## src/rtl/fabric_cfg_pkg.sv

```systemverilog
// Shared types and constants for the serial fabric configuration loader.
// Frame widths, sync pattern and the loader state encoding live here.
package fabric_cfg_pkg;

  typedef enum logic [2:0] {
    ST_HUNT,
    ST_TILE,
    ST_SWITCH,
    ST_CHECK,
    ST_DONE,
    ST_ERROR
  } cfg_state_e;

  localparam logic [7:0] SYNC_WORD    = 8'hA5;
  localparam int         TILE_FRAME_W = 33;
  localparam int         SW_FRAME_W   = 16;
  localparam int         CHK_W        = 8;

  // The loader only takes stream bits while it still has something to receive.
  function automatic logic state_ready(input cfg_state_e s);
    return (s == ST_HUNT) || (s == ST_TILE) || (s == ST_SWITCH) || (s == ST_CHECK);
  endfunction

endpackage

```

## src/rtl/cfg_frame_shifter.sv

```systemverilog
// Serial-in/parallel-out frame collector shared by tile and switch-box frames.
// Bits land LSB first; frame_full and frame_data are combinational views of the completing bit.
module cfg_frame_shifter #(
  parameter  int MAX_W = fabric_cfg_pkg::TILE_FRAME_W,
  localparam int CNT_W = $clog2(MAX_W)
) (
  input  logic             clock,
  input  logic             reset_n,
  input  logic             clear,
  input  logic             shift_en,
  input  logic             bit_in,
  input  logic [CNT_W-1:0] last_idx,
  output logic             frame_full,
  output logic [MAX_W-1:0] frame_data
);

  logic [CNT_W-1:0] cnt_q, cnt_d;
  logic [MAX_W-1:0] data_q, data_d;

  // A new frame starts from zero so narrow frames carry no stale upper bits.
  always_comb begin
    cnt_d      = cnt_q;
    data_d     = data_q;
    frame_full = 1'b0;
    if (clear) begin
      cnt_d  = '0;
      data_d = '0;
    end else if (shift_en) begin
      if (cnt_q == '0) begin
        data_d = '0;
      end
      data_d[cnt_q] = bit_in;
      if (cnt_q == last_idx) begin
        frame_full = 1'b1;
        cnt_d      = '0;
      end else begin
        cnt_d = cnt_q + CNT_W'(1);
      end
    end
  end

  assign frame_data = data_d;

  always_ff @(posedge clock) begin
    if (!reset_n) begin
      cnt_q  <= '0;
      data_q <= '0;
    end else begin
      cnt_q  <= cnt_d;
      data_q <= data_d;
    end
  end

endmodule

```

## src/rtl/fabric_config_loader.sv

```systemverilog
// Bit-serial configuration loader: sync hunt, tile/switch frame deframing with one write per
// frame, and a trailing interleaved-XOR checksum that decides whether the fabric is enabled.
module fabric_config_loader #(
  parameter  int         NUM_TILES    = 24,
  parameter  int         NUM_SWITCHES = 17,
  parameter  logic [7:0] SYNC_WORD    = fabric_cfg_pkg::SYNC_WORD,
  localparam int         TILE_AW      = $clog2(NUM_TILES),
  localparam int         SW_AW        = $clog2(NUM_SWITCHES)
) (
  input  logic                                  clock,
  input  logic                                  reset_n,
  input  logic                                  cfg_start,
  input  logic                                  cfg_bit,
  input  logic                                  cfg_valid,
  output logic                                  cfg_ready,
  output logic                                  tile_we,
  output logic [TILE_AW-1:0]                    tile_addr,
  output logic [fabric_cfg_pkg::TILE_FRAME_W-1:0] tile_data,
  output logic                                  sw_we,
  output logic [SW_AW-1:0]                      sw_addr,
  output logic [fabric_cfg_pkg::SW_FRAME_W-1:0]   sw_data,
  output logic                                  cfg_done,
  output logic                                  cfg_error,
  output logic                                  fabric_enable
);

  import fabric_cfg_pkg::*;

  localparam int                 SHIFT_CW  = $clog2(TILE_FRAME_W);
  localparam int                 PIDX_W    = $clog2(CHK_W);
  localparam logic [TILE_AW-1:0] LAST_TILE = TILE_AW'(NUM_TILES - 1);
  localparam logic [SW_AW-1:0]   LAST_SW   = SW_AW'(NUM_SWITCHES - 1);

  cfg_state_e state_q, state_d;

  logic [7:0]        window_q, window_d;
  logic [TILE_AW-1:0] tile_cnt_q, tile_cnt_d;
  logic [SW_AW-1:0]   sw_cnt_q, sw_cnt_d;
  logic [CHK_W-1:0]   chk_q, chk_d;
  logic [PIDX_W-1:0]  pay_idx_q, pay_idx_d;
  logic [CHK_W-1:0]   chk_rx_q, chk_rx_d;
  logic [PIDX_W-1:0]  chk_cnt_q, chk_cnt_d;

  logic                     ready_q, ready_d;
  logic                     tile_we_q, tile_we_d;
  logic [TILE_AW-1:0]       tile_addr_q, tile_addr_d;
  logic [TILE_FRAME_W-1:0]  tile_data_q, tile_data_d;
  logic                     sw_we_q, sw_we_d;
  logic [SW_AW-1:0]         sw_addr_q, sw_addr_d;
  logic [SW_FRAME_W-1:0]    sw_data_q, sw_data_d;
  logic                     done_q, done_d;
  logic                     error_q, error_d;

  logic                    accept;
  logic                    shift_en;
  logic [SHIFT_CW-1:0]     last_idx;
  logic                    frame_full;
  logic [TILE_FRAME_W-1:0] frame_data;

  assign accept   = cfg_valid && ready_q;
  assign shift_en = accept && ((state_q == ST_TILE) || (state_q == ST_SWITCH));
  assign last_idx = (state_q == ST_TILE) ? SHIFT_CW'(TILE_FRAME_W - 1) : SHIFT_CW'(SW_FRAME_W - 1);

  cfg_frame_shifter #(
    .MAX_W(TILE_FRAME_W)
  ) u_frame_shifter (
    .clock     (clock),
    .reset_n   (reset_n),
    .clear     (cfg_start),
    .shift_en  (shift_en),
    .bit_in    (cfg_bit),
    .last_idx  (last_idx),
    .frame_full(frame_full),
    .frame_data(frame_data)
  );

  // Payload bit i folds into chk[i mod 8]; restart clears every counter and the sync window.
  always_comb begin
    window_d   = window_q;
    tile_cnt_d = tile_cnt_q;
    sw_cnt_d   = sw_cnt_q;
    chk_d      = chk_q;
    pay_idx_d  = pay_idx_q;
    chk_rx_d   = chk_rx_q;
    chk_cnt_d  = chk_cnt_q;
    if (cfg_start) begin
      window_d   = '0;
      tile_cnt_d = '0;
      sw_cnt_d   = '0;
      chk_d      = '0;
      pay_idx_d  = '0;
      chk_rx_d   = '0;
      chk_cnt_d  = '0;
    end else if (accept) begin
      case (state_q)
        ST_HUNT: window_d = {cfg_bit, window_q[7:1]};
        ST_TILE, ST_SWITCH: begin
          chk_d[pay_idx_q] = chk_q[pay_idx_q] ^ cfg_bit;
          pay_idx_d        = pay_idx_q + PIDX_W'(1);
          if (frame_full && (state_q == ST_TILE)) begin
            tile_cnt_d = tile_cnt_q + TILE_AW'(1);
          end
          if (frame_full && (state_q == ST_SWITCH)) begin
            sw_cnt_d = sw_cnt_q + SW_AW'(1);
          end
        end
        ST_CHECK: begin
          chk_rx_d  = {cfg_bit, chk_rx_q[CHK_W-1:1]};
          chk_cnt_d = chk_cnt_q + PIDX_W'(1);
        end
        default: ;
      endcase
    end
  end

  always_comb begin
    state_d = state_q;
    if (cfg_start) begin
      state_d = ST_HUNT;
    end else begin
      case (state_q)
        ST_HUNT: begin
          if (accept && (window_d == SYNC_WORD)) state_d = ST_TILE;
        end
        ST_TILE: begin
          if (frame_full && (tile_cnt_q == LAST_TILE)) state_d = ST_SWITCH;
        end
        ST_SWITCH: begin
          if (frame_full && (sw_cnt_q == LAST_SW)) state_d = ST_CHECK;
        end
        ST_CHECK: begin
          if (accept && (chk_cnt_q == PIDX_W'(CHK_W - 1))) begin
            state_d = (chk_rx_d == chk_q) ? ST_DONE : ST_ERROR;
          end
        end
        ST_DONE:  state_d = ST_DONE;
        ST_ERROR: state_d = ST_ERROR;
        default:  state_d = ST_HUNT;
      endcase
    end
  end

  // Outputs are registered from the next state, so they move on the same edge as the state.
  always_comb begin
    ready_d     = state_ready(state_d);
    done_d      = (state_d == ST_DONE);
    error_d     = (state_d == ST_ERROR);
    tile_we_d   = 1'b0;
    tile_addr_d = tile_addr_q;
    tile_data_d = tile_data_q;
    sw_we_d     = 1'b0;
    sw_addr_d   = sw_addr_q;
    sw_data_d   = sw_data_q;
    if (cfg_start) begin
      tile_addr_d = '0;
      tile_data_d = '0;
      sw_addr_d   = '0;
      sw_data_d   = '0;
    end else if (frame_full) begin
      if (state_q == ST_TILE) begin
        tile_we_d   = 1'b1;
        tile_addr_d = tile_cnt_q;
        tile_data_d = frame_data;
      end else begin
        sw_we_d   = 1'b1;
        sw_addr_d = sw_cnt_q;
        sw_data_d = frame_data[SW_FRAME_W-1:0];
      end
    end
  end

  always_ff @(posedge clock) begin
    if (!reset_n) begin
      state_q <= ST_HUNT;
    end else begin
      state_q <= state_d;
    end
  end

  always_ff @(posedge clock) begin
    if (!reset_n) begin
      window_d_reset_block: begin
        window_q    <= '0;
        tile_cnt_q  <= '0;
        sw_cnt_q    <= '0;
        chk_q       <= '0;
        pay_idx_q   <= '0;
        chk_rx_q    <= '0;
        chk_cnt_q   <= '0;
        ready_q     <= 1'b0;
        tile_we_q   <= 1'b0;
        tile_addr_q <= '0;
        tile_data_q <= '0;
        sw_we_q     <= 1'b0;
        sw_addr_q   <= '0;
        sw_data_q   <= '0;
        done_q      <= 1'b0;
        error_q     <= 1'b0;
      end
    end else begin
      window_q    <= window_d;
      tile_cnt_q  <= tile_cnt_d;
      sw_cnt_q    <= sw_cnt_d;
      chk_q       <= chk_d;
      pay_idx_q   <= pay_idx_d;
      chk_rx_q    <= chk_rx_d;
      chk_cnt_q   <= chk_cnt_d;
      ready_q     <= ready_d;
      tile_we_q   <= tile_we_d;
      tile_addr_q <= tile_addr_d;
      tile_data_q <= tile_data_d;
      sw_we_q     <= sw_we_d;
      sw_addr_q   <= sw_addr_d;
      sw_data_q   <= sw_data_d;
      done_q      <= done_d;
      error_q     <= error_d;
    end
  end

  assign cfg_ready     = ready_q;
  assign tile_we       = tile_we_q;
  assign tile_addr     = tile_addr_q;
  assign tile_data     = tile_data_q;
  assign sw_we         = sw_we_q;
  assign sw_addr       = sw_addr_q;
  assign sw_data       = sw_data_q;
  assign cfg_done      = done_q;
  assign cfg_error     = error_q;
  assign fabric_enable = done_q;

endmodule

```

## config.mk

```make
export PLATFORM = sky130hd
export DESIGN_NAME = fabric_config_loader
export DESIGN_NICKNAME = d
export VERILOG_FILES = /design/src/rtl/fabric_cfg_pkg.sv /design/src/rtl/cfg_frame_shifter.sv /design/src/rtl/fabric_config_loader.sv
export SDC_FILE = /design/constraint.sdc
export NUM_CORES = 1
export LEC_CHECK = 0
export BUFFER_PORTS_ARGS = -buffer_cell sky130_fd_sc_hd__buf_2
export CORE_MARGIN = 10
export CORE_UTILIZATION = 53
export DETAILED_ROUTE_END_ITERATION = 10
export PLACE_DENSITY = 0.76
export SLEW_MARGIN = 20
export SYNTH_ARGS = -nofsm -noshare
export SYNTH_HDL_FRONTEND = slang
export SYNTH_SLANG_ARGS = --single-unit
```

## constraint.sdc

```tcl
create_clock -name clock -period 2.3 [get_ports clock]
set_clock_uncertainty 0.1 [all_clocks]
set_input_delay 0.115 -clock clock [delete_from_list [all_inputs] [get_ports clock]]
set_output_delay 0.115 -clock clock [all_outputs]
set_load 0.01 [all_outputs]
```

==> results of run 1 <==
[cell families (layout without fill, tap and decap cells)]
kind of cell    count (synthesis)  in the layout  share of synthesized area [%]
simple gates                  287            287                          22.19
flops                         145            145                          45.77
compound gates                137            137                          15.25
buf+inv                        74            156                          5.484
mux                            44             44                          7.378
xor+xnor                       17             17                          2.348
fa+ha+maj                       8              8                          1.578
[cells in the final DEF (no fill, tap or decap), types with 3 or more instances in the layout]
cell                        synthesis  routed
sky130_fd_sc_hd__buf_2             17      69
sky130_fd_sc_hd__nor3_2             3       3
sky130_fd_sc_hd__nand2_1           38      38
sky130_fd_sc_hd__inv_1             17      17
sky130_fd_sc_hd__dfxtp_1          145     142
sky130_fd_sc_hd__a22oi_1           10      10
sky130_fd_sc_hd__nor3b_1            9       9
sky130_fd_sc_hd__nor4_2             2       3
sky130_fd_sc_hd__nor4_1             5       4
sky130_fd_sc_hd__clkbuf_16          0      17
sky130_fd_sc_hd__nand4b_1           5       5
sky130_fd_sc_hd__a21oi_1           22      22
sky130_fd_sc_hd__a32oi_1            3       3
sky130_fd_sc_hd__a31oi_1            8       8
sky130_fd_sc_hd__or3_1              3       3
sky130_fd_sc_hd__o21ai_0           10      10
sky130_fd_sc_hd__nand2b_1           5       4
sky130_fd_sc_hd__nand4_1           12      12
sky130_fd_sc_hd__and3_1             9       7
sky130_fd_sc_hd__mux2i_1           40      40
sky130_fd_sc_hd__nor3_1             7       7
sky130_fd_sc_hd__nor2b_1           14      13
sky130_fd_sc_hd__nand3_1            7       7
sky130_fd_sc_hd__clkinv_2           0       3
sky130_fd_sc_hd__xor2_1            10      10
sky130_fd_sc_hd__and2_1             6       5
sky130_fd_sc_hd__nor2_1           147     146
sky130_fd_sc_hd__clkbuf_8           0       6
sky130_fd_sc_hd__a211o_1            3       3
sky130_fd_sc_hd__xnor2_1            7       7
sky130_fd_sc_hd__a211oi_1          55      54
sky130_fd_sc_hd__o211ai_1          11      11
sky130_fd_sc_hd__buf_4              3      33
sky130_fd_sc_hd__and3_2             1       3
sky130_fd_sc_hd__nand3b_1           3       3
sky130_fd_sc_hd__buf_12             0       4
sky130_fd_sc_hd__ha_1               8       8
[state kept, by name (all words and copies together) (netlist names), 6 cells and up]
name / count
u_frame_shifter.cnt_q: 6
chk_rx_q: 8
chk_q: 8
tile_data: 33
window_q: 7
sw_data: 16
u_frame_shifter.data_q: 33
[final cells by class]
| type | instances | area (um^2) |
|---|---|---|
| sequential | 145 | 2909 |
| inverter | 17 | 63.81 |
| timing repair buffer | 110 | 719.4 |
| fill | 971 | 4000 |
| tap | 143 | 178.9 |
| clock inverter | 5 | 52.55 |
| multi-input combinational | 493 | 3129 |
| clock buffer | 24 | 511.7 |
[cell usage after synthesis, drive strengths merged, types with 2 or more instances]
library cell and number:
nand3 7, ha 8, dfxtp 145, o2111ai 2, a22oi 10, nor4 7, nand4 12, nand3b 4
o211ai 12, nand2b 5, mux2 2, a2111oi 2, mux2i 40, o21ai 10, a32oi 3, clkbuf 28
and3 10, inv 17, nor3b 9, or3 3, nor3 10, a211oi 55, a211o 3, buf 29
a31oi 8, mux4 2, xnor2 7, a21oi 22, nor2b 14, xor2 10, nand2 40, nor2 147
and2 7, and3b 2, nand4b 5
[tightest hold or removal path: cells and delay by family]
| kind | cells | cell delay, ns |
|---|---|---|
| AO/OA/AOI/OAI | 1 | 0.06 |
| AND/OR/NAND/NOR | 2 | 0.30 |
| buffers and inverters | 1 | 0.15 |
[report_power, final]
part / internal (uW) / switching (uW)
Sequential: 2510 / 1.68
Clock: 1630 / 981
Combinational: 32.2 / 76.2
Total: 4180 / 1060
[final timing paths]
check                     from           end  slack, ns  cells after the start
setup / recovery    state_q[2]      cfg_done       0.15                      7
hold / removal       cfg_valid   chk_rx_q[6]       0.15                      4
setup reg to reg    state_q[2]      cfg_done       0.15                      7
hold reg to reg   chk_cnt_q[2]  chk_cnt_q[2]       0.36                      2
[layer usage]
layer	up-vias	track usage, %	wire length [um]
met5	-	0	0
met3	33	5.587	760
met2	157	29.89	7203
met1	2502	22.82	6938
li1	2655	-	-
met4	0	7.023	274
[through the flow]
step	setup WS, ns	cells	util (%)
floorplan	0.08190	712	-
global placement	0.05189	906	59.98
detailed placement	0.03008	906	59.98
CTS	0.01035	937	65.03
global route	0.01904	937	65.41
finish	0.1460	937	65.41
[repair_timing]
| item | CTS | global route |
|---|---|---|
| hold buffers | 2 | 0 |
| hold endpoints to repair | 4 | 0 |
| gates resized for setup | 0 | 15 |
| endpoints found under the setup margin | 0 | 64 |
==> impl_results.html, run 1 <==
<table>
<tr><th>Metric</th><th>Value</th></tr>
<tr><th colspan="2">Synthesis</th></tr>
<tr><td>Post-synthesis instance total</td><td>712</td></tr>
<tr><td>Area of the mapped netlist</td><td>6342 um^2</td></tr>
<tr><td>Most area-consuming cells after synthesis</td><td>sky130_fd_sc_hd__dfxtp_1, sky130_fd_sc_hd__nor2_1, sky130_fd_sc_hd__a211oi_1</td></tr>
<tr><td>Post-synthesis net count</td><td>between 700 and 800</td></tr>
<tr><td>Share of async-settable or async-resettable flops after synthesis</td><td>0%</td></tr>
<tr><td>Number of synthesized register bits</td><td>roughly 150</td></tr>
<tr><td>Proportion of netlist area held by the largest area contributor</td><td>around 46%</td></tr>
<tr><td>Share of the yosys chip area belonging to registers</td><td>approximately 46%</td></tr>
<tr><td>Number of enable flip-flop cells after synthesis</td><td>0</td></tr>
<tr><td>Synthesis warning total</td><td>0</td></tr>
<tr><td>Most frequently used flop master after synthesis</td><td>sky130_fd_sc_hd__dfxtp_1</td></tr>
<tr><td>Post-synthesis area per instance</td><td>8.908 um^2</td></tr>
<tr><td>Cell type with the highest aggregate area in the netlist</td><td>sky130_fd_sc_hd__dfxtp_1</td></tr>
<tr><td>Yosys cell types</td><td>62</td></tr>
<tr><th colspan="2">Critical path</th></tr>
<tr><td>Launching element type of the critical path</td><td>flop</td></tr>
<tr><td>Kind of capture point of the worst setup path</td><td>flop</td></tr>
<tr><td>Category of the critical setup timing path</td><td>flop to flop</td></tr>
<tr><td>Critical path buffer and inverter count</td><td>1</td></tr>
<tr><td>Worst path cell trace</td><td>nand3b_4 &gt; buf_8 &gt; mux2i_1 &gt; o221ai_1 &gt; or4_4 &gt; o31a_1 &gt; nor4_2</td></tr>
<tr><td>Slowest stage delay, CP</td><td>0.54 ns</td></tr>
<tr><td>Required time worst endpoint</td><td>roughly 2.5 ns</td></tr>
<tr><td>Arrival time of data at the critical path endpoint</td><td>2.39 ns</td></tr>
<tr><td>Worst-path fanout max</td><td>10</td></tr>
<tr><td>Max stage delay cell, worst path</td><td>sky130_fd_sc_hd__or4_4</td></tr>
<tr><td>Kind of cell adding the most delay to the critical path</td><td>simple AND/OR/NAND/NOR gates</td></tr>
<tr><th colspan="2">Detailed routing</th></tr>
<tr><td>Drc violations</td><td>0</td></tr>
<tr><td>Drt pass-1 iters</td><td>5</td></tr>
<tr><td>Post-detailed-route via-to-cell ratio</td><td>5.707</td></tr>
<tr><td>Post-Route WL</td><td>15180 um</td></tr>
<tr><td>Detailed-route via count</td><td>5347</td></tr>
<tr><td>Drt initial violations</td><td>431</td></tr>
<tr><td>Post-DRT Antenna Nets</td><td>0</td></tr>
<tr><td>Average wire per standard cell</td><td>16.20 um</td></tr>
<tr><th colspan="2">CTS</th></tr>
<tr><td>Clock edge transition at the registers on the reported setup and hold paths</td><td>0.06 ns</td></tr>
<tr><td>Maximum root-to-sink buffer count</td><td>2</td></tr>
<tr><td>H-tree depth reported by CTS</td><td>4</td></tr>
<tr><td>TritonCTS clock tree</td><td>yes</td></tr>
<tr><td>Clock insertion delay at the later pin of the skew report</td><td>~0.42 ns</td></tr>
<tr><td>Clock root buffer master</td><td>sky130_fd_sc_hd__clkbuf_16</td></tr>
<tr><td>CTS buffer count</td><td>17</td></tr>
<tr><td>Num Clock Sinks</td><td>145</td></tr>
<tr><td>Number of setup buffers added after CTS</td><td>0</td></tr>
<tr><th colspan="2">Timing</th></tr>
<tr><td>Fraction of the cycle the final worst path needs</td><td>93.65%</td></tr>
<tr><td>Hold Slack</td><td>between 0.1 and 0.15 ns</td></tr>
<tr><td>Final setup violation count</td><td>0</td></tr>
<tr><td>Max-slew violations</td><td>0</td></tr>
<tr><td>Transition time of the tightest slew-check pin</td><td>0.6199 ns</td></tr>
<tr><td>Total negative setup slack</td><td>0 ns</td></tr>
<tr><td>Final critical path time including I/O delays and setup</td><td>2.154 ns</td></tr>
<tr><td>Final hold viol count</td><td>0</td></tr>
<tr><td>RSZ-0062 raised after global routing</td><td>no</td></tr>
<tr><td>Slew margin rel.</td><td>58.37%</td></tr>
<tr><td>Max Clock Freq</td><td>between 0.4 and 0.5 GHz</td></tr>
<tr><th colspan="2">Global route</th></tr>
<tr><td>Wire length of the first global-routing pass</td><td>approximately 25000 um</td></tr>
<tr><td>Overall overflow remaining after global route</td><td>0</td></tr>
<tr><td>Initial antenna violation count</td><td>0</td></tr>
<tr><td>Largest net degree at the start of global routing</td><td>61</td></tr>
<tr><td>Tot GR Track Use</td><td>18.51%</td></tr>
<tr><td>Vias in the first global route</td><td>5152</td></tr>
<tr><th colspan="2">Pwr</th></tr>
<tr><td>Static Leakage</td><td>0.002962 uW</td></tr>
<tr><td>Power density over cell area</td><td>692.5 nW/um^2</td></tr>
<tr><td>Maximum VDD drop</td><td>a little under 0.7 mV</td></tr>
<tr><td>Overall power consumption</td><td>approximately 5200 uW</td></tr>
<tr><th colspan="2">Floorplan</th></tr>
<tr><td>DIE WIDTH</td><td>approximately 130 um</td></tr>
<tr><td>Area inside the core boundary</td><td>around 12000 um^2</td></tr>
<tr><td>Number of placed I/O pins</td><td>70</td></tr>
<tr><td>Die Height</td><td>129.4 um</td></tr>
<tr><td>Row Count</td><td>39</td></tr>
<tr><td>Initial core utilization</td><td>54.84%</td></tr>
<tr><td>Die Area</td><td>16740 um^2</td></tr>
<tr><th colspan="2">Placed design</th></tr>
<tr><td>Final weighted congestion of routability-driven global placement</td><td>0.8557</td></tr>
<tr><td>Number of buffers inserted by port buffering</td><td>69</td></tr>
<tr><td>Final HPWL DP</td><td>10570 um</td></tr>
<tr><td>Placed cell area</td><td>~7000 um^2</td></tr>
<tr><th colspan="2">Finish</th></tr>
<tr><td>Summed area of non-filler cells in the final layout</td><td>roughly 7600 um^2</td></tr>
<tr><td>Antenna fix cells</td><td>0</td></tr>
<tr><td>Nets</td><td>~800</td></tr>
<tr><td>Share of layout cells above drive strength 1</td><td>20.91%</td></tr>
<tr><td>Layout overhead on the synthesized area</td><td>19.27%</td></tr>
<tr><th colspan="2">Hold path</th></tr>
<tr><td>Path type of the worst min-delay path</td><td>input pin to flop</td></tr>
<tr><th colspan="2">Outcome</th></tr>
<tr><td>Status</td><td>finished clean</td></tr>
<tr><th colspan="2">Flow run</th></tr>
<tr><td>Max_cap viols</td><td>0</td></tr>
</table>
Power figures use the tool's default switching activity.
==> run 2: changes to the inputs <==
--- a/config.mk
+++ b/config.mk
@@ -5,11 +5,12 @@
 export SDC_FILE = /design/constraint.sdc
 export NUM_CORES = 1
 export LEC_CHECK = 0
+export ABC_AREA = 1
 export BUFFER_PORTS_ARGS = -buffer_cell sky130_fd_sc_hd__buf_2
 export CORE_MARGIN = 10
-export CORE_UTILIZATION = 53
+export CORE_UTILIZATION = 52
 export DETAILED_ROUTE_END_ITERATION = 10
-export PLACE_DENSITY = 0.76
+export PLACE_DENSITY = 0.75
 export SLEW_MARGIN = 20
 export SYNTH_ARGS = -nofsm -noshare
 export SYNTH_HDL_FRONTEND = slang
==> impl_results.html, run 2 <==
<table>
<tr><th>Metric</th><th>Value</th></tr>
<tr><th colspan="2">Critical path</th></tr>
<tr><td>Crit. Startpoint</td><td>state_q[1] (was state_q[2])</td></tr>
<tr><td>Slowest stage delay, CP</td><td>0.37 ns (was 0.54 ns)</td></tr>
<tr><td>Worst-path fanout max</td><td>30 (was 10)</td></tr>
<tr><td>Worst reg2reg path startpoint</td><td>state_q[1] (was state_q[2])</td></tr>
<tr><td>Reg-to-reg slack, setup</td><td>0.19 ns (was 0.15 ns)</td></tr>
<tr><td>Worst path cell trace</td><td>inv_1 &gt; nor2_1 &gt; nand2_1 &gt; a21oi_4 &gt; buf_4 &gt; nand4_4 &gt; inv_2 &gt; buf_12 &gt; o21ai_0 &gt; a21oi_1 (was nand3b_4 &gt; buf_8 &gt; mux2i_1 &gt; o221ai_1 &gt; or4_4 &gt; o31a_1 &gt; nor4_2)</td></tr>
<tr><td>Arrival time of data at the critical path endpoint</td><td>2.36 ns (was 2.39 ns)</td></tr>
<tr><td>Max stage delay cell, worst path</td><td>sky130_fd_sc_hd__dfxtp_1 (was sky130_fd_sc_hd__or4_4)</td></tr>
<tr><td>Reg2reg end</td><td>sw_data[4] (was cfg_done)</td></tr>
<tr><td>Kind of capture point of the worst setup path</td><td>flop (unchanged)</td></tr>
<tr><td>Depth of the most critical reg-to-reg path</td><td>10 (was 7)</td></tr>
<tr><td>Category of the critical setup timing path</td><td>flop to flop (unchanged)</td></tr>
<tr><td>Endpoint of the worst setup timing path</td><td>sw_data[4] (was cfg_done)</td></tr>
<tr><td>Required time worst endpoint</td><td>2.55 ns (was 2.54 ns)</td></tr>
<tr><td>Launching element type of the critical path</td><td>flop (unchanged)</td></tr>
<tr><th colspan="2">Pwr</th></tr>
<tr><td>Power density over cell area</td><td>748.2 nW/um^2 (was 692.5 nW/um^2)</td></tr>
<tr><td>Register share of total power</td><td>45.1% (was 48.0%)</td></tr>
<tr><td>Net switching power</td><td>1154 uW (was 1059 uW)</td></tr>
<tr><td>Sw Ratio</td><td>20.55% (was 20.22%)</td></tr>
<tr><td>Maximum VDD drop</td><td>0.5490 mV (was 0.6811 mV)</td></tr>
<tr><td>Clock network power share</td><td>52.9% (was 49.9%)</td></tr>
<tr><td>Internal power</td><td>4462 uW (was 4179 uW)</td></tr>
<tr><td>Static Leakage</td><td>0.003201 uW (was 0.002962 uW)</td></tr>
<tr><td>Combinational cell fraction of total power</td><td>2.0% (was 2.1%)</td></tr>
<tr><th colspan="2">Synthesis</th></tr>
<tr><td>Synthesis warning total</td><td>0 (unchanged)</td></tr>
<tr><td>Xor/xnor cell area share of the yosys netlist</td><td>0.2817% (was 2.348%)</td></tr>
<tr><td>Most area-consuming cells after synthesis</td><td>sky130_fd_sc_hd__dfxtp_1, sky130_fd_sc_hd__nor2_1, sky130_fd_sc_hd__o21ai_0 (was sky130_fd_sc_hd__dfxtp_1, sky130_fd_sc_hd__nor2_1, sky130_fd_sc_hd__a211oi_1)</td></tr>
<tr><td>Synth Area in Adders</td><td>1.610% (was 1.578%)</td></tr>
<tr><td>Post-synthesis net count</td><td>854 (was 725)</td></tr>
<tr><td>Cell type with the highest aggregate area in the netlist</td><td>sky130_fd_sc_hd__dfxtp_1 (unchanged)</td></tr>
<tr><td>Area of the mapped netlist</td><td>6218 um^2 (was 6342 um^2)</td></tr>
<tr><td>Most frequently used flop master after synthesis</td><td>sky130_fd_sc_hd__dfxtp_1 (unchanged)</td></tr>
<tr><td>Simple-gate share of the synthesized area</td><td>23.06% (was 22.19%)</td></tr>
<tr><td>Number of synthesized register bits</td><td>146 (was 145)</td></tr>
<tr><td>Area fraction in compound gates after synthesis</td><td>19.13% (was 15.25%)</td></tr>
<tr><td>Share of the yosys chip area belonging to registers</td><td>47.00% (was 45.77%)</td></tr>
<tr><td>Number of enable flip-flop cells after synthesis</td><td>0 (unchanged)</td></tr>
<tr><td>Post-synthesis area per instance</td><td>7.394 um^2 (was 8.908 um^2)</td></tr>
<tr><td>Yosys cell types</td><td>36 (was 62)</td></tr>
<tr><td>Proportion of netlist area held by the largest area contributor</td><td>47.00% (was 45.77%)</td></tr>
<tr><td>Post-synthesis mux area share</td><td>0% (was 7.378%)</td></tr>
<tr><td>Post-synthesis instance total</td><td>841 (was 712)</td></tr>
<tr><td>Leading cell type by number of instances after synthesis</td><td>sky130_fd_sc_hd__nor2_1 (unchanged)</td></tr>
<tr><td>Main combinational cell family by area after synthesis</td><td>simple AND/OR/NAND/NOR gates (unchanged)</td></tr>
<tr><td>Synth cell count leaders</td><td>sky130_fd_sc_hd__nor2_1, sky130_fd_sc_hd__dfxtp_1, sky130_fd_sc_hd__nand2_1 (was sky130_fd_sc_hd__nor2_1, sky130_fd_sc_hd__dfxtp_1, sky130_fd_sc_hd__a211oi_1)</td></tr>
<tr><td>Share of async-settable or async-resettable flops after synthesis</td><td>0% (unchanged)</td></tr>
<tr><th colspan="2">Timing</th></tr>
<tr><td>Max-slew violations</td><td>0 (unchanged)</td></tr>
<tr><td>Final hold viol count</td><td>0 (unchanged)</td></tr>
<tr><td>Fraction of the cycle the final worst path needs</td><td>91.77% (was 93.65%)</td></tr>
<tr><td>Transition time of the tightest slew-check pin</td><td>0.4585 ns (was 0.6199 ns)</td></tr>
<tr><td>RSZ-0062 raised after global routing</td><td>no (unchanged)</td></tr>
<tr><td>Slew margin rel.</td><td>69.15% (was 58.37%)</td></tr>
<tr><td>Final critical path time including I/O delays and setup</td><td>2.111 ns (was 2.154 ns)</td></tr>
<tr><td>Final setup violation count</td><td>0 (unchanged)</td></tr>
<tr><td>Total negative setup slack</td><td>0 ns (unchanged)</td></tr>
<tr><td>Final critical-path setup slack</td><td>0.1892 ns (was 0.1460 ns)</td></tr>
<tr><td>Max Clock Freq</td><td>0.4738 GHz (was 0.4643 GHz)</td></tr>
<tr><th colspan="2">Placed design</th></tr>
<tr><td>Number of buffers inserted by port buffering</td><td>69 (unchanged)</td></tr>
<tr><td>Final HPWL DP</td><td>11290 um (was 10570 um)</td></tr>
<tr><td>Setup slack after placement</td><td>0.1677 ns (was 0.03008 ns)</td></tr>
<tr><td>Inst Count DP</td><td>1045 (was 906)</td></tr>
<tr><td>Final weighted congestion of routability-driven global placement</td><td>0.9159 (was 0.8557)</td></tr>
<tr><td>Placed cell area</td><td>6814 um^2 (was 6937 um^2)</td></tr>
<tr><th colspan="2">Global route</th></tr>
<tr><td>Wire length of the first global-routing pass</td><td>27120 um (was 25280 um)</td></tr>
<tr><td>Vias in the first global route</td><td>5457 (was 5152)</td></tr>
<tr><td>Largest net degree at the start of global routing</td><td>47 (was 61)</td></tr>
<tr><td>Tot GR Track Use</td><td>19.95% (was 18.51%)</td></tr>
<tr><td>Overall overflow remaining after global route</td><td>0 (unchanged)</td></tr>
<tr><td>Initial antenna violation count</td><td>0 (unchanged)</td></tr>
<tr><th colspan="2">Detailed routing</th></tr>
<tr><td>Average wire per standard cell</td><td>15.18 um (was 16.20 um)</td></tr>
<tr><td>Post-DRT Antenna Nets</td><td>0 (unchanged)</td></tr>
<tr><td>Drt pass-1 iters</td><td>6 (was 5)</td></tr>
<tr><td>Drt initial violations</td><td>554 (was 431)</td></tr>
<tr><td>Drc violations</td><td>0 (unchanged)</td></tr>
<tr><td>Post-Route WL</td><td>16410 um (was 15180 um)</td></tr>
<tr><td>Post-detailed-route via-to-cell ratio</td><td>5.391 (was 5.707)</td></tr>
<tr><td>Detailed-route via count</td><td>5828 (was 5347)</td></tr>
<tr><th colspan="2">Finish</th></tr>
<tr><td>Summed area of non-filler cells in the final layout</td><td>7507 um^2 (was 7565 um^2)</td></tr>
<tr><td>Antenna fix cells</td><td>0 (unchanged)</td></tr>
<tr><td>Area of combinational cells with multiple inputs</td><td>2759 um^2 (was 3129 um^2)</td></tr>
<tr><td>Share of layout cells above drive strength 1</td><td>16.95% (was 20.91%)</td></tr>
<tr><td>Non-filler cells, final</td><td>1081 (was 937)</td></tr>
<tr><td>Most frequent standard cell in the layout excluding fill and tap cells</td><td>sky130_fd_sc_hd__dfxtp_1 (was sky130_fd_sc_hd__nor2_1)</td></tr>
<tr><td>Layout overhead on the synthesized area</td><td>20.72% (was 19.27%)</td></tr>
<tr><td>Storage element area</td><td>2923 um^2 (was 2909 um^2)</td></tr>
<tr><td>Highest-count cells in the layout ignoring fill and taps</td><td>sky130_fd_sc_hd__dfxtp_1, sky130_fd_sc_hd__nor2_1, sky130_fd_sc_hd__nand2_1 (was sky130_fd_sc_hd__nor2_1, sky130_fd_sc_hd__dfxtp_1, sky130_fd_sc_hd__buf_2)</td></tr>
<tr><td>Nets</td><td>938 (was 797)</td></tr>
<tr><td>Filler cell count in the final layout</td><td>1028 (was 971)</td></tr>
<tr><th colspan="2">Outcome</th></tr>
<tr><td>Status</td><td>finished clean (unchanged)</td></tr>
<tr><th colspan="2">Floorplan</th></tr>
<tr><td>Number of placed I/O pins</td><td>70 (unchanged)</td></tr>
<tr><td>Die Height</td><td>129.4 um (about the same)</td></tr>
<tr><td>Row Count</td><td>39 (unchanged)</td></tr>
<tr><td>Die Area</td><td>16730 um^2 (was 16740 um^2)</td></tr>
<tr><td>DIE WIDTH</td><td>129.4 um (about the same)</td></tr>
<tr><td>Initial core utilization</td><td>53.77% (was 54.84%)</td></tr>
<tr><td>Area inside the core boundary</td><td>11560 um^2 (unchanged)</td></tr>
<tr><th colspan="2">CTS</th></tr>
<tr><td>Maximum root-to-sink buffer count</td><td>2 (unchanged)</td></tr>
<tr><td>Num Clock Sinks</td><td>146 (was 145)</td></tr>
<tr><td>TritonCTS clock tree</td><td>yes (unchanged)</td></tr>
<tr><td>CTS buffer count</td><td>17 (unchanged)</td></tr>
<tr><td>Clock root buffer master</td><td>sky130_fd_sc_hd__clkbuf_16 (unchanged)</td></tr>
<tr><td>Clock insertion delay at the later pin of the skew report</td><td>0.42 ns (about the same)</td></tr>
<tr><td>H-tree depth reported by CTS</td><td>4 (unchanged)</td></tr>
<tr><td>Clock edge transition at the registers on the reported setup and hold paths</td><td>0.06 ns (about the same)</td></tr>
<tr><th colspan="2">Hold path</th></tr>
<tr><td>Path type of the worst min-delay path</td><td>input pin to flop (unchanged)</td></tr>
<tr><th colspan="2">Flow run</th></tr>
<tr><td>Max_cap viols</td><td>0 (unchanged)</td></tr>
</table>
## run 2: changes by cell type after synthesis, moves of 10 or more
cell                       previous run  this run
sky130_fd_sc_hd__o21ai_0             10       104
sky130_fd_sc_hd__a211oi_1            55         4
sky130_fd_sc_hd__clkbuf_1            28        18
sky130_fd_sc_hd__nand3_1              7        34
sky130_fd_sc_hd__nand2_1             38       110
sky130_fd_sc_hd__a21oi_1             22        83
sky130_fd_sc_hd__nor2b_1             14         0
sky130_fd_sc_hd__inv_1               17        90
sky130_fd_sc_hd__mux2i_1             40         0
## run 2: critical path, delay by kind of cell, from the launching register on
kind / cells / cell delay, ns
AOI/OAI and AO/OA: 3 / 0.54
buffers and inverters: 4 / 0.60
DFF: 1 / 0.37
and+or+nand+nor: 3 / 0.42
## run 2: metrics by stage
step | util, % | hold WS [ns] | total power, uW
global placement | 58.92 | 0.3049 | 2699
CTS | 64.68 | 0.1211 | 5641
detailed placement | 58.92 | 0.3027 | 2699
global route | 64.91 | 0.1559 | 5781
floorplan | - | 0.1464 | 2662
finish | 64.91 | 0.1386 | 5617
## run 2: final cells by class
class,count,share of cell area (%)
clock inverter,12,2.383
timing repair buffer,103,8.400
inverter,98,4.933
tap,143,2.383
clock buffer,20,6.217
multi-input combinational,559,36.75
sequential,146,38.93
## run 2: logic make-up (layout without fill, tap and decap cells)
kind of cell | Yosys count | count (layout)
AO/OA/AOI/OAI | 220 | 220
XOR/XNOR | 2 | 2
adder cells (fa/ha/maj) | 8 | 8
buffers and inverters | 136 | 233
flip-flops | 146 | 146
AND/OR/NAND/NOR | 329 | 329
## run 2: per-layer routing
layer | track usage (%) | part of all wire, % | up-vias
met4 | 6.020 | 1.0 | 0
met2 | 30.65 | 46 | 191
li1 | - | - | 2931
met1 | 26.64 | 46 | 2685
met3 | 5.669 | 6.8 | 21
met5 | 0 | 0 | -
## run 2: timing repair
action                                  in CTS  in global routing
hold buffers                                 2                  0
buffers inserted                             0                  2
endpoints found under the setup margin       0                 11
hold endpoints to repair                     6                  0
resized for setup                            0                  5
## run 2: worst min-delay path by stage
stage,startpoint,endpoint,slack (ns),cells past startpoint
after floorplan,cfg_start,cfg_ready,0.15,2
after global placement,reset_n,state_q[2],0.30,3
after detailed placement,reset_n,state_q[2],0.30,3
after CTS,cfg_bit,u_frame_shifter.data_q[12],0.12,5
after global routing,cfg_bit,u_frame_shifter.data_q[12],0.16,5
final,cfg_bit,u_frame_shifter.data_q[12],0.14,5
## run 2: power groups by stage
| stage | clock [uW] | sequential, uW | combinational [uW] |
|---|---|---|---|
| after floorplan | 0 | 2590 | 70.2 |
| after global placement | 0 | 2590 | 108 |
| after detailed placement | 0 | 2590 | 107 |
| after CTS | 2990 | 2540 | 110 |
| after global routing | 3120 | 2540 | 122 |
| final | 2970 | 2540 | 112 |
==> run 3: changes to the inputs <==
--- a/config.mk
+++ b/config.mk
@@ -7,11 +7,10 @@
 export LEC_CHECK = 0
 export ABC_AREA = 1
 export BUFFER_PORTS_ARGS = -buffer_cell sky130_fd_sc_hd__buf_2
-export CORE_MARGIN = 10
+export CORE_MARGIN = 2
 export CORE_UTILIZATION = 52
 export DETAILED_ROUTE_END_ITERATION = 10
 export PLACE_DENSITY = 0.75
-export SLEW_MARGIN = 20
 export SYNTH_ARGS = -nofsm -noshare
 export SYNTH_HDL_FRONTEND = slang
 export SYNTH_SLANG_ARGS = --single-unit
==> impl_results.html, run 3 (synthesized netlist as in run 2, its figures left out) <==
<table>
<tr><th>Metric</th><th>Value</th></tr>
<tr><th colspan="2">Outcome</th></tr>
<tr><td>Status</td><td>finished clean (unchanged)</td></tr>
<tr><th colspan="2">Hold path</th></tr>
<tr><td>Worst Min Path Start</td><td>cfg_bit (unchanged)</td></tr>
<tr><td>Path type of the worst min-delay path</td><td>input pin to flop (unchanged)</td></tr>
<tr><td>Worst Hold Path EP</td><td>u_frame_shifter.data_q[12] (unchanged)</td></tr>
<tr><td>Hold Path Cell Cnt</td><td>5 (unchanged)</td></tr>
<tr><th colspan="2">Detailed routing</th></tr>
<tr><td>Detailed-route via count</td><td>5791 (was 5828)</td></tr>
<tr><td>Post-detailed-route via-to-cell ratio</td><td>5.347 (was 5.391)</td></tr>
<tr><td>Post-Route WL</td><td>15380 um (was 16410 um)</td></tr>
<tr><td>Post-DRT Antenna Nets</td><td>0 (unchanged)</td></tr>
<tr><td>Drt pass-1 iters</td><td>5 (was 6)</td></tr>
<tr><td>Drc violations</td><td>0 (unchanged)</td></tr>
<tr><td>Drt initial violations</td><td>714 (was 554)</td></tr>
<tr><td>Average wire per standard cell</td><td>14.20 um (was 15.18 um)</td></tr>
<tr><th colspan="2">Global route</th></tr>
<tr><td>Largest net degree at the start of global routing</td><td>66 (was 47)</td></tr>
<tr><td>Vias in the first global route</td><td>5330 (was 5457)</td></tr>
<tr><td>Met2 track demand over resource in global routing</td><td>38.24% (was 30.65%)</td></tr>
<tr><td>Global-route track usage on met3</td><td>5.785% (was 5.669%)</td></tr>
<tr><td>Overall overflow remaining after global route</td><td>0 (unchanged)</td></tr>
<tr><td>Initial antenna violation count</td><td>0 (unchanged)</td></tr>
<tr><td>Layer carrying the most global-route usage</td><td>met2 (unchanged)</td></tr>
<tr><td>Tot GR Track Use</td><td>24.61% (was 19.95%)</td></tr>
<tr><td>Wire length of the first global-routing pass</td><td>25320 um (was 27120 um)</td></tr>
<tr><td>Met1 layer usage reported by global route</td><td>33.46% (was 26.64%)</td></tr>
<tr><th colspan="2">CTS</th></tr>
<tr><td>Maximum root-to-sink buffer count</td><td>2 (unchanged)</td></tr>
<tr><td>TritonCTS clock tree</td><td>yes (unchanged)</td></tr>
<tr><td>H-tree depth reported by CTS</td><td>4 (unchanged)</td></tr>
<tr><td>Clock insertion delay at the later pin of the skew report</td><td>0.42 ns (about the same)</td></tr>
<tr><td>Clock edge transition at the registers on the reported setup and hold paths</td><td>0.06 ns (about the same)</td></tr>
<tr><td>Num Clock Sinks</td><td>146 (unchanged)</td></tr>
<tr><td>Clock root buffer master</td><td>sky130_fd_sc_hd__clkbuf_16 (unchanged)</td></tr>
<tr><td>CTS buffer count</td><td>17 (unchanged)</td></tr>
<tr><th colspan="2">Timing</th></tr>
<tr><td>Max Clock Freq</td><td>0.4657 GHz (was 0.4738 GHz)</td></tr>
<tr><td>Hold Slack</td><td>0.1421 ns (was 0.1386 ns)</td></tr>
<tr><td>Slew margin rel.</td><td>58.76% (was 69.15%)</td></tr>
<tr><td>Transition time of the tightest slew-check pin</td><td>0.6179 ns (was 0.4585 ns)</td></tr>
<tr><td>Fraction of the cycle the final worst path needs</td><td>93.37% (was 91.77%)</td></tr>
<tr><td>Final setup violation count</td><td>0 (unchanged)</td></tr>
<tr><td>Final critical path time including I/O delays and setup</td><td>2.147 ns (was 2.111 ns)</td></tr>
<tr><td>Total negative setup slack</td><td>0 ns (unchanged)</td></tr>
<tr><td>Max-slew violations</td><td>0 (unchanged)</td></tr>
<tr><td>Final hold viol count</td><td>0 (unchanged)</td></tr>
<tr><th colspan="2">Finish</th></tr>
<tr><td>Layout overhead on the synthesized area</td><td>20.28% (was 20.72%)</td></tr>
<tr><td>Most frequent standard cell in the layout excluding fill and tap cells</td><td>sky130_fd_sc_hd__dfxtp_1 (unchanged)</td></tr>
<tr><td>Highest-count cells in the layout ignoring fill and taps</td><td>sky130_fd_sc_hd__dfxtp_1, sky130_fd_sc_hd__nor2_1, sky130_fd_sc_hd__nand2_1 (unchanged)</td></tr>
<tr><td>Antenna fix cells</td><td>0 (unchanged)</td></tr>
<tr><td>Nets</td><td>940 (was 938)</td></tr>
<tr><td>Share of layout cells above drive strength 1</td><td>17.23% (was 16.95%)</td></tr>
<tr><td>Filler cell count in the final layout</td><td>997 (was 1028)</td></tr>
<tr><th colspan="2">Floorplan</th></tr>
<tr><td>Row Count</td><td>39 (unchanged)</td></tr>
<tr><td>Die Height</td><td>113.4 um (was 129.4 um)</td></tr>
<tr><td>DIE WIDTH</td><td>113.4 um (was 129.4 um)</td></tr>
<tr><td>Die Area</td><td>12850 um^2 (was 16730 um^2)</td></tr>
<tr><td>Area inside the core boundary</td><td>11560 um^2 (unchanged)</td></tr>
<tr><td>Initial core utilization</td><td>53.77% (unchanged)</td></tr>
<tr><td>Number of placed I/O pins</td><td>70 (unchanged)</td></tr>
<tr><th colspan="2">Pwr</th></tr>
<tr><td>Power density over cell area</td><td>716.7 nW/um^2 (was 748.2 nW/um^2)</td></tr>
<tr><td>Maximum VDD drop</td><td>0.4984 mV (was 0.5490 mV)</td></tr>
<tr><td>Static Leakage</td><td>0.003191 uW (was 0.003201 uW)</td></tr>
<tr><td>Overall power consumption</td><td>5361 uW (was 5617 uW)</td></tr>
<tr><th colspan="2">Critical path</th></tr>
<tr><td>Worst-path fanout max</td><td>6 (was 30)</td></tr>
<tr><td>Depth of the most critical reg-to-reg path</td><td>15 (was 10)</td></tr>
<tr><td>Crit. Startpoint</td><td>cfg_ready (was state_q[1])</td></tr>
<tr><td>Category of the critical setup timing path</td><td>flop to flop (unchanged)</td></tr>
<tr><td>Required time worst endpoint</td><td>2.50 ns (was 2.55 ns)</td></tr>
<tr><td>Max stage delay cell, worst path</td><td>sky130_fd_sc_hd__dfxtp_1 (unchanged)</td></tr>
<tr><td>Reg-to-reg slack, setup</td><td>0.15 ns (was 0.19 ns)</td></tr>
<tr><td>Kind of cell adding the most delay to the critical path</td><td>simple AND/OR/NAND/NOR gates (was buffers and inverters)</td></tr>
<tr><td>Reg2reg end</td><td>state_q[0] (was sw_data[4])</td></tr>
<tr><td>Worst path cell trace</td><td>nand2_1 &gt; clkinv_1 &gt; nand2_1 &gt; buf_4 &gt; nand2_1 &gt; nand4_1 &gt; nand2_1 &gt; inv_1 &gt; nand3_1 &gt; nor2_1 &gt; nand2_1 &gt; nand2_1 &gt; nand2_1 &gt; nand2_1 &gt; nor2_1 (was inv_1 &gt; nor2_1 &gt; nand2_1 &gt; a21oi_4 &gt; buf_4 &gt; nand4_4 &gt; inv_2 &gt; buf_12 &gt; o21ai_0 &gt; a21oi_1)</td></tr>
<tr><td>Crit path top cell by count</td><td>sky130_fd_sc_hd__nand2_1</td></tr>
<tr><td>Critical path buffer and inverter count</td><td>3 (was 4)</td></tr>
<tr><td>Arrival time of data at the critical path endpoint</td><td>2.35 ns (was 2.36 ns)</td></tr>
<tr><td>Kind of capture point of the worst setup path</td><td>flop (unchanged)</td></tr>
<tr><td>Slowest stage delay, CP</td><td>0.31 ns (was 0.37 ns)</td></tr>
<tr><td>Launching element type of the critical path</td><td>flop (unchanged)</td></tr>
<tr><td>Worst reg2reg path startpoint</td><td>cfg_ready (was state_q[1])</td></tr>
<tr><th colspan="2">Placed design</th></tr>
<tr><td>Final weighted congestion of routability-driven global placement</td><td>0.9471 (was 0.9159)</td></tr>
<tr><td>Number of buffers inserted by port buffering</td><td>69 (unchanged)</td></tr>
<tr><td>Final HPWL DP</td><td>10420 um (was 11290 um)</td></tr>
<tr><th colspan="2">Flow run</th></tr>
<tr><td>Max_cap viols</td><td>0 (unchanged)</td></tr>
</table>
-- run 3: cell count changes in the layout (fill, tap and decap cells not counted), moves of 2 or more --
cell,previous run,this run
sky130_fd_sc_hd__clkinv_4,2,4
sky130_fd_sc_hd__bufinv_16,4,2
sky130_fd_sc_hd__clkbuf_8,3,0
sky130_fd_sc_hd__inv_6,1,3
-- run 3: repair_timing --
item / in CTS / in global routing
gates resized for setup: 0 / 9
buffers inserted: 0 / 4
hold buffers: 2 / 0
endpoints found under the setup margin: 0 / 32
endpoints found under the hold margin: 6 / 0
-- run 3: metal layers --
metal / routed length, um / part of all wire [%]
met3: 852 / 5.5
met1: 7386 / 48
met4: 299 / 1.9
met5: 0 / 0
met2: 6839 / 44
-- run 3: worst max-delay path by stage --
stage	end	slack, ns	depth (start not counted)
finish	state_q[0]	0.15	15
global route	tile_data[10]	-0.01	11
CTS	tile_data[3]	0.14	8
detailed placement	u_frame_shifter.data_q[3]	0.17	8
global placement	tile_data[6]	0.18	10
floorplan	tile_data[19]	0.44	10
-- run 3: power breakdown --
group	total (uW)	internal, uW	switching (uW)	leakage [uW]
Clock	2710	1600	1110	0.000280
Combinational	111	25.4	86.0	0.00173
Sequential	2540	2530	2.18	0.00118
-- run 3: stage by stage --
step           setup slack (ns)  util (%)  area [um^2]  instances
2_1_floorplan            0.4445         -         6218        841
3_3_place_gp             0.1790     59.03         6827       1045
3_5_place_dp             0.1676     59.03         6827       1045
4_1_cts                  0.1374     64.25         7431       1079
5_1_grt               -0.009644     64.68         7480       1083
6_report                 0.1526     64.68         7480       1083
-- run 3: worst register-to-register path, cell delays in order (launching register included) --
cell,delay (ns)
sky130_fd_sc_hd__dfxtp_1,0.31
sky130_fd_sc_hd__nand2_1,0.17
sky130_fd_sc_hd__clkinv_1,0.22
sky130_fd_sc_hd__nand2_1,0.25
sky130_fd_sc_hd__buf_4,0.19
sky130_fd_sc_hd__nand2_1,0.07
sky130_fd_sc_hd__nand4_1,0.07
sky130_fd_sc_hd__nand2_1,0.06
sky130_fd_sc_hd__inv_1,0.05
sky130_fd_sc_hd__nand3_1,0.05
sky130_fd_sc_hd__nor2_1,0.12
sky130_fd_sc_hd__nand2_1,0.08
sky130_fd_sc_hd__nand2_1,0.08
sky130_fd_sc_hd__nand2_1,0.07
sky130_fd_sc_hd__nand2_1,0.08
sky130_fd_sc_hd__nor2_1,0.04
-- run 3: cell type report --
class	count	area, um^2	share of cell area (%)
Inverter	98	372.9	4.985
Tap cell	143	178.9	2.392
Clock inverter	15	158.9	2.124
Multi-Input combinational cell	559	2759	36.89
Clock buffer	17	425.4	5.688
Sequential cell	146	2923	39.08
Timing Repair Buffer	105	661.9	8.849
